### src/rtl/id_exe_mem_slice_pkg.sv
// Shared encodings, default widths and control-bundle types for the ID/EX/MEM pipeline slice.
package id_exe_mem_slice_pkg;

  localparam int unsigned DW_DEF    = 32;
  localparam int unsigned RW_DEF    = 5;
  localparam int unsigned ALU_OP_W  = 4;
  localparam int unsigned SHAMT_LSB = 6;
  localparam int unsigned SHAMT_MSB = 10;
  localparam int unsigned LINK_REG  = 31;
  localparam int unsigned LUI_SHIFT = 16;

  typedef enum logic [ALU_OP_W-1:0] {
    ALU_ADD  = 4'd0,
    ALU_SUB  = 4'd1,
    ALU_AND  = 4'd2,
    ALU_OR   = 4'd3,
    ALU_XOR  = 4'd4,
    ALU_NOR  = 4'd5,
    ALU_SLT  = 4'd6,
    ALU_SLTU = 4'd7,
    ALU_SLL  = 4'd8,
    ALU_SRL  = 4'd9,
    ALU_SRA  = 4'd10,
    ALU_LUI  = 4'd11
  } alu_op_e;

  typedef enum logic [1:0] {
    REG_DST_RT   = 2'b00,
    REG_DST_RD   = 2'b01,
    REG_DST_LINK = 2'b10,
    REG_DST_ZERO = 2'b11
  } reg_dst_e;

  typedef struct packed {
    alu_op_e  alu_op;
    logic     alu_src;
    logic     alu_src1;
    reg_dst_e reg_dst;
  } ex_ctrl_t;

  typedef struct packed {
    logic mem_write;
    logic mem_read;
    logic mem_to_reg;
    logic datac;
    logic reg_write;
  } mem_ctrl_t;

endpackage

### src/rtl/id_exe_mem_slice_alu.sv
// Combinational EXE-stage ALU; undefined opcodes produce zero.
module alu
  import id_exe_mem_slice_pkg::*;
#(
  parameter int unsigned DW = DW_DEF
) (
  input  logic [DW-1:0] a,
  input  logic [DW-1:0] b,
  input  alu_op_e       op,
  output logic [DW-1:0] result_c,
  output logic          zero_c
);

  logic [4:0] shamt;

  assign shamt = a[4:0];

  always_comb begin
    result_c = '0;
    case (op)
      ALU_ADD:  result_c = a + b;
      ALU_SUB:  result_c = a - b;
      ALU_AND:  result_c = a & b;
      ALU_OR:   result_c = a | b;
      ALU_XOR:  result_c = a ^ b;
      ALU_NOR:  result_c = ~(a | b);
      ALU_SLT:  result_c = DW'($signed(a) < $signed(b));
      ALU_SLTU: result_c = DW'(a < b);
      ALU_SLL:  result_c = b << shamt;
      ALU_SRL:  result_c = b >> shamt;
      ALU_SRA:  result_c = DW'($signed(b) >>> shamt);
      ALU_LUI:  result_c = b << LUI_SHIFT;
      default:  result_c = '0;
    endcase
  end

  assign zero_c = (result_c == '0);

endmodule

### src/rtl/id_exe_mem_slice.sv
// ID/EX register, combinational EXE stage (operand/destination muxing + ALU) and EX/MEM register.
module id_exe_mem_slice
  import id_exe_mem_slice_pkg::*;
#(
  parameter int unsigned DW = DW_DEF,
  parameter int unsigned RW = RW_DEF
) (
  input  logic          clk,
  input  logic          rst,
  input  logic          flush,
  input  logic [DW-1:0] reg_data1_in,
  input  logic [DW-1:0] reg_data2_in,
  input  logic [DW-1:0] inst_extended_in,
  input  logic [RW-1:0] reg1_in,
  input  logic [RW-1:0] reg2_in,
  input  logic [DW-1:0] PCplus4In,
  input  logic [3:0]    AluOp_in,
  input  logic          AluSrcIn,
  input  logic          AluSrc1In,
  input  logic [1:0]    RegDstIn,
  input  logic          MemWriteIn,
  input  logic          MemReadIn,
  input  logic          MemtoRegIn,
  input  logic          DatacIn,
  input  logic          RegWriteIn,
  output logic [DW-1:0] AluResOut,
  output logic [DW-1:0] WriteDataOut,
  output logic [DW-1:0] pc_out,
  output logic [RW-1:0] write_reg_out,
  output logic          zero_out,
  output logic          MemWriteOut,
  output logic          MemReadOut,
  output logic          MemtoRegOut,
  output logic          DatacOut,
  output logic          RegWriteOut
);

  logic [DW-1:0] idex_rd1, idex_rd2, idex_imm, idex_pc;
  logic [RW-1:0] idex_rt, idex_rd;
  ex_ctrl_t      idex_ex;
  mem_ctrl_t     idex_mem;

  logic [DW-1:0] op_a_c, op_b_c, alu_res_c;
  logic          alu_zero_c;
  logic [RW-1:0] dest_c;

  // ID/EX register; a flush keeps the data but kills every side-effecting control.
  always_ff @(posedge clk) begin
    if (!rst) begin
      idex_rd1 <= '0;
      idex_rd2 <= '0;
      idex_imm <= '0;
      idex_pc  <= '0;
      idex_rt  <= '0;
      idex_rd  <= '0;
      idex_ex  <= '0;
      idex_mem <= '0;
    end else begin
      idex_rd1 <= reg_data1_in;
      idex_rd2 <= reg_data2_in;
      idex_imm <= inst_extended_in;
      idex_pc  <= PCplus4In;
      idex_rt  <= reg1_in;
      idex_rd  <= reg2_in;
      idex_ex  <= '{alu_op: alu_op_e'(AluOp_in), alu_src: AluSrcIn,
                    alu_src1: AluSrc1In, reg_dst: reg_dst_e'(RegDstIn)};
      if (flush) begin
        idex_mem <= '0;
      end else begin
        idex_mem <= '{mem_write: MemWriteIn, mem_read: MemReadIn, mem_to_reg: MemtoRegIn,
                      datac: DatacIn, reg_write: RegWriteIn};
      end
    end
  end

  // Operand A is either rs or the shift amount field of the immediate.
  always_comb begin
    op_a_c = idex_ex.alu_src1 ? DW'(idex_imm[SHAMT_MSB:SHAMT_LSB]) : idex_rd1;
    op_b_c = idex_ex.alu_src ? idex_imm : idex_rd2;
    dest_c = '0;
    case (idex_ex.reg_dst)
      REG_DST_RT:   dest_c = idex_rt;
      REG_DST_RD:   dest_c = idex_rd;
      REG_DST_LINK: dest_c = RW'(LINK_REG);
      default:      dest_c = '0;
    endcase
  end

  alu #(.DW(DW)) u_alu (
    .a        (op_a_c),
    .b        (op_b_c),
    .op       (idex_ex.alu_op),
    .result_c (alu_res_c),
    .zero_c   (alu_zero_c)
  );

  // EX/MEM register drives every output directly.
  always_ff @(posedge clk) begin
    if (!rst) begin
      AluResOut     <= '0;
      WriteDataOut  <= '0;
      pc_out        <= '0;
      write_reg_out <= '0;
      zero_out      <= 1'b0;
      MemWriteOut   <= 1'b0;
      MemReadOut    <= 1'b0;
      MemtoRegOut   <= 1'b0;
      DatacOut      <= 1'b0;
      RegWriteOut   <= 1'b0;
    end else begin
      AluResOut     <= alu_res_c;
      WriteDataOut  <= idex_rd2;
      pc_out        <= idex_pc;
      write_reg_out <= dest_c;
      zero_out      <= alu_zero_c;
      MemWriteOut   <= idex_mem.mem_write;
      MemReadOut    <= idex_mem.mem_read;
      MemtoRegOut   <= idex_mem.mem_to_reg;
      DatacOut      <= idex_mem.datac;
      RegWriteOut   <= idex_mem.reg_write;
    end
  end

endmodule

### config.mk
export PLATFORM = sky130hd
export DESIGN_NAME = id_exe_mem_slice
export DESIGN_NICKNAME = d
export VERILOG_FILES = /design/src/rtl/id_exe_mem_slice_pkg.sv /design/src/rtl/id_exe_mem_slice_alu.sv /design/src/rtl/id_exe_mem_slice.sv
export SDC_FILE = /design/constraint.sdc
export NUM_CORES = 1
export LEC_CHECK = 0
export CORE_ASPECT_RATIO = 1.1
export CORE_MARGIN = 2
export CORE_UTILIZATION = 50
export DETAILED_ROUTE_END_ITERATION = 6
export PLACE_DENSITY = 0.86
export SYNTH_ARGS = -nofsm -noshare
export SYNTH_HDL_FRONTEND = slang
export SYNTH_SLANG_ARGS = --single-unit
### constraint.sdc
create_clock -name clk -period 4.3 [get_ports clk]
set_input_delay 0.43 -clock clk [delete_from_list [all_inputs] [get_ports clk]]
set_output_delay 0.43 -clock clk [all_outputs]
set_load 0.01 [all_outputs]
# Word-level counts from Yosys, hierarchy flattened
# Index checks and enable logic that the tools add are counted.
[totals]
regBits = 258
inputBits = 154
out_inout_bits = 107
[op_classes]
addsub = 2
n_lt_le_gt_ge = 2
n_eq_ne = 13
shift = 3
muxes = 4
bitwise_logic = 5
reduce_logical = 4
[ops]
columns = ["op", "n"]
rows = [
  ["$pmux W32 S12", 1],
  ["$lt A32 B32 Y1", 2],
  ["$mux W32", 2],
  ["$add A32 B32 Y32", 1],
  ["$and A32 B32 Y32", 1],
  ["$logic_not A32 Y1", 1],
  ["$not A32 Y32", 1],
  ["$or A32 B32 Y32", 1],
  ["$shl A32 B5 Y32", 1],
  ["$shr A32 B5 Y32", 1],
  ["$sshr A32 B5 Y32", 1],
  ["$sub A32 B32 Y32", 1],
  ["$xor A32 B32 Y32", 1],
  ["$eq A4 B3 Y1 const B", 4],
  ["$eq A4 B4 Y1 const B", 4],
  ["$pmux W5 S3", 1],
  ["$eq A4 B2 Y1 const B", 2],
  ["$eq A4 B1 Y1 const B", 1],
  ["$logic_not A4 Y1", 1],
  ["$eq A2 B1 Y1 const B", 1],
  ["$eq A2 B2 Y1 const B", 1],
  ["$logic_not A2 Y1", 1],
  ["$reduce_or A2 Y1", 1],
  ["$not A1 Y1", 1],
]

# Longest topological paths before layout
[depth]
depth_word = 5
depth_mapped = 20
depth_no_buf = 16

# By module
# Synthesis repeated with hierarchy kept, for this count alone.
[hier_totals]
hier_cells = 2159
area_unflattened_um2 = 18422.7
[by_module_without_submodules]
columns = ["module", "instances", "cells_per_inst", "area_per_inst_um2"]
rows = [
  ["alu", 1, 1531, 10656.5],
  ["id_exe_mem_slice", 1, 628, 7766.2],
]

# Worst setup path after synthesis
# Ideal clock, no wire load.
[synth_timing]
path_kind = "reg-to-reg"
startpoint = "register idex_ex[2] in the netlist's numbering"
endpoint = "register zero_out"
setup_ps = 112
arrival_ps = 4479
required_time_ps = 4188
slack_ps = -291
path_stages_with_launch = 19
n_path_buf = 6
period_less_slack_ps = 4591
path_cell_list = "dfxtp_1 > buf_6 > buf_2 > mux2i_1 > clkbuf_1 > buf_1 > clkbuf_1 > ha_1 > clkbuf_2 > a31o_2 > o21a_1 > or3_1 > a2111o_1 > a311o_1 > a2111oi_2 > a31oi_1 > o221a_2 > nand4_1 > nor2_1"
[synth_between]
elab_chain_len = 5
elab_cells_between_ends = 14
classes_between = "add/sub: 2; order compare: 2; shift: 3; mux: 2; bitwise: 4; reduce/logical: 1"
[synth_rtl]
columns = ["element", "line", "text"]
rows = [
  ["start, declared", "id_exe_mem_slice.sv:40", "ex_ctrl_t idex_ex;"],
  ["start signal, assigned", "id_exe_mem_slice.sv:65", "idex_ex <= '{alu_op: alu_op_e'(AluOp_in), alu_src: AluSrcIn,"],
  ["$mux W32 *", "id_exe_mem_slice.sv:78", "op_a_c = idex_ex.alu_src1 ? DW'(idex_imm[SHAMT_MSB:SHAMT_LSB]) : idex_rd1;"],
  ["branches (longest 2 deep; another with $sub A32 B32 Y32)", "n/a", ""],
  ["$pmux W32 S12 *", "id_exe_mem_slice_alu.sv:20", "case (op)"],
  ["$logic_not A32 Y1 *", "id_exe_mem_slice_alu.sv:37", "assign zero_c = (result_c == '0);"],
  ["end signal, assigned", "id_exe_mem_slice.sv:115", "zero_out <= alu_zero_c;"],
  ["end, declared", "id_exe_mem_slice.sv:30", "output logic zero_out,"],
]
# Mark *: on every way between the ends.
# A chain may end at the register's enable or synchronous reset.

# Final worst setup path
# Same ends and word-level chain as after synthesis.

==> reports/qor.tcl <==
set qor(outcome) {finished, violations left}
set qor(violations) {DRC, setup timing}
set qor(die_h_um) 199
set qor(async_flop_share) 0
set qor(antenna_violations_before_repair) 3
set qor(synth.yosys.seq_area_share) 0.298
set qor(fin_area_mm2) 0.0236
set qor(yosys.cell_types.count) 96
set qor(yosysTopAreaCellShare) 0.298
set qor(p_comb_frac) 0.372
set qor(die-area_mm2) 0.0362
set qor(place.detailed.instances) 2963
set qor(ir_worst_vdd_uv) 403
set qor(synth_seq_cells) 258
set qor(nNetsFinal) 2825
set qor(route.antenna.remaining_nets) 0
set qor(syn_area_per_cell_um2) 8.19
set qor(post_drt_wl_per_cell_um) 28.9
set qor(grt_first_pass_wirelength_mm) 123
set qor(final-max-slew-violation-count) 0
set qor(final_cell_count_no_fill) 3030
set qor(synth_top_flop_cell) {sky130_fd_sc_hd__dfxtp_1}
set qor(required_time_worst_endpoint_ns) 4.77
set qor(num_io_pins) 261
set qor(initial_core_util) 0.507
set qor(layout_common_cells) {sky130_fd_sc_hd__buf_4 (298), sky130_fd_sc_hd__clkdlybuf4s50_1 (259), sky130_fd_sc_hd__dfxtp_1 (256)}
set qor(drt_first_iter_violations) 3205
set qor(yosysWarningCount) 0
set qor(first_global_vias) 18834
set qor(portBuffers) 260
set qor(p_sw_frac) 0.348
set qor(total_global_routing_track_utilization) 0.460
set qor(average_vias_per_placed_instance) 6.63
set qor(setup-violations-final) 1
set qor(layout_overhead_on_the_synthesized_area_pct) 36.3
set qor(power.share.sequential) 0.342
set qor(cts_made_buffers) 24
set qor(tritoncts_clock_tree) {built}
set qor(critPathCaptureType) {register}
set qor(worstSetupStartpoint) {idex_ex[2]}
set qor(clk_latency_ns) 0.55
set qor(cts.sink_count) 258
set qor(clk_pin_slew_ns) 0.07
set qor(post_dp_area_mm2) 0.0223
set qor(syn_area_mm2) 0.0173
set qor(p_clk_frac) 0.286
set qor(final_critical_path_setup_slack_ns) -0.0816
set qor(power_density_mw_per_mm2) 323
set qor(core_area_mm2) 0.0342
set qor(cts.hold.buffers_added) 0
set qor(final-hold-violation-count) 0
set qor(dp.final_hpwl_mm) 68.0
set qor(timing.final.crit_share) 1.02
set qor(synth_cells) 2118
set qor(grt_remaining_overflow) 0
set qor(synth_fp_nets) 2372
set qor(min_period_ns) 4.38
set qor(timing.slew.headroom) 0.261
set qor(fin_skew_ns) 0.0131
set qor(synth_top_area_cell) {sky130_fd_sc_hd__dfxtp_1}
set qor(worstSetupStartpointType) {register}
set qor(synth_enable_flop_cells) 0
set qor(hold_path_start) {idex_pc[30]}
set qor(drv_cap) 0
set qor(num_vias) 20095
set qor(cts_buffer_depth) 3
set qor(critical_path.reg2reg.startpoint) {idex_ex[2]}
set qor(post-route-util) 0.691
set qor(ys_top_cells_by_area) {sky130_fd_sc_hd__dfxtp_1 (30%), sky130_fd_sc_hd__and2_1 (8.9%), sky130_fd_sc_hd__ha_1 (7.1%)}
set qor(die_w_um) 182
set qor(critical_path_class) {reg -> reg}
set qor(leakagePower_nw) 9.86
set qor(min_path_type) {reg -> reg}
set qor(fmax_mhz) 228
set qor(routabilityCongestion) 1.13
set qor(final.setup.tns_ns) -0.0816
set qor(final_common_cell) {sky130_fd_sc_hd__buf_4}
set qor(worstPathMaxFanout) 33
set qor(p_switching_mw) 2.66
set qor(final_layout_size_suffix_gt1_frac) 0.181
set qor(drt_pre_antenna_iters) 7
set qor(power.internal_mw) 4.98
set qor(totalPowerFinal_mw) 7.63
set qor(cts.root.buffer_cell) {sky130_fd_sc_hd__clkbuf_16}
set qor(worst_slew_pin_slew_ns) 1.11
set qor(arrival_ns) 4.85
set qor(grt_start_max_net_pins) 135
set qor(row_count) 71
set qor(htree_levels) 1
set qor(post-route-drc-count) 33
set qor(route.final.wire_length_mm) 87.5
[layer usage]
layer  up-vias  share of wire  track usage
li1       8590              -            -
met1      9325           0.37        0.577
met3       427           0.13        0.117
met5         -        0.00021            0
met4         2          0.088        0.322
met2      1751           0.42        0.694
[power by group through the flow]
stage / Sequential (mW) / Clock, mW / Combinational (mW)
6_report: 2.61 / 2.18 / 2.84
5_1_grt: 2.62 / 2.29 / 2.92
4_1_cts: 2.60 / 2.18 / 2.63
3_5_place_dp: 2.65 / 0 / 2.60
3_3_place_gp: 2.65 / 0 / 2.59
2_1_floorplan: 2.66 / 0 / 1.26
[through the flow]
step           hold WS (ns)  setup slack [ns]
6_report              0.435           -0.0816
5_1_grt               0.447           -0.0662
4_1_cts               0.440           0.00346
3_5_place_dp          0.421            -0.429
3_3_place_gp          0.414            -0.370
2_1_floorplan         0.412            0.0143
[worst paths after layout]
check	to	slack, ns	cells past startpoint
min	pc_out[30]	0.44	1
min reg2reg	pc_out[30]	0.44	1
max	zero_out	-0.08	15
max reg2reg	zero_out	-0.08	15
[sequential cells by signal (all words and copies together) (netlist names), 5 cells and up]
signal	count
WriteDataOut	32
idex_rd	5
idex_imm	32
write_reg_out	5
idex_mem	5
idex_pc	32
idex_ex	8
idex_rt	5
idex_rd1	32
idex_rd2	32
AluResOut	32
pc_out	32
[cells in the mapped netlist (24+ instances only)]
master	number
sky130_fd_sc_hd__buf_2	26
sky130_fd_sc_hd__a211oi_1	51
sky130_fd_sc_hd__nand3_1	35
sky130_fd_sc_hd__o221ai_1	24
sky130_fd_sc_hd__nor2b_1	51
sky130_fd_sc_hd__o22ai_1	35
sky130_fd_sc_hd__a21oi_1	112
sky130_fd_sc_hd__o21ai_0	88
sky130_fd_sc_hd__and2_1	247
sky130_fd_sc_hd__nor3_1	45
sky130_fd_sc_hd__inv_1	95
sky130_fd_sc_hd__ha_1	98
sky130_fd_sc_hd__nor2_1	179
sky130_fd_sc_hd__nand2_1	111
sky130_fd_sc_hd__a221oi_1	31
sky130_fd_sc_hd__o211ai_1	31
sky130_fd_sc_hd__mux2i_1	87
sky130_fd_sc_hd__dfxtp_1	258
sky130_fd_sc_hd__clkbuf_1	101
[area by class of cell]
| class | count | area, µm² |
|---|---|---|
| multi-input cells | 1614 | 11600 |
| fillers | 2676 | 10600 |
| flip-flops and latches | 258 | 5170 |
| repair buffers | 574 | 5170 |
| clock buffers | 35 | 703 |
| well taps | 438 | 548 |
| inverters | 99 | 374 |
| clock inverters | 8 | 97.6 |
| diodes | 4 | 10.0 |
[critical path, stage by stage (launching register included)]
cell,delay [ns]
sky130_fd_sc_hd__dfxtp_4,0.40
sky130_fd_sc_hd__buf_6,0.17
sky130_fd_sc_hd__mux2i_4,0.28
sky130_fd_sc_hd__buf_4,0.16
sky130_fd_sc_hd__buf_4,0.24
sky130_fd_sc_hd__buf_4,0.42
sky130_fd_sc_hd__nand2_1,0.21
sky130_fd_sc_hd__a32o_1,0.45
sky130_fd_sc_hd__a2111oi_1,0.63
sky130_fd_sc_hd__buf_4,0.21
sky130_fd_sc_hd__a2111oi_0,0.09
sky130_fd_sc_hd__nor4_2,0.42
sky130_fd_sc_hd__buf_4,0.19
sky130_fd_sc_hd__and4bb_2,0.24
sky130_fd_sc_hd__nand4_1,0.08
sky130_fd_sc_hd__nor2_1,0.12
[timing repair]
item | in CTS | in global routing
buffers inserted | 3 | 14
gates resized for setup | 10 | 61
pin swaps | 1 | 15
endpoints found under the setup margin | 3 | 6
gates cloned | 0 | 3
[kinds of logic (layout without fill, tap and decap cells)]
kind of cell	count (synthesis)	count (layout)	share of synthesized area
flip-flops	258	258	0.298
other	0	4	0
AND/OR/NAND/NOR	788	788	0.243
adder cells (fa/ha/maj)	100	100	0.0730
AO/OA/AOI/OAI	599	599	0.245
buffers and inverters	246	716	0.0584
XOR/XNOR	12	12	0.00606
multiplexers	115	115	0.0773
Power figures use the tool's default switching activity.
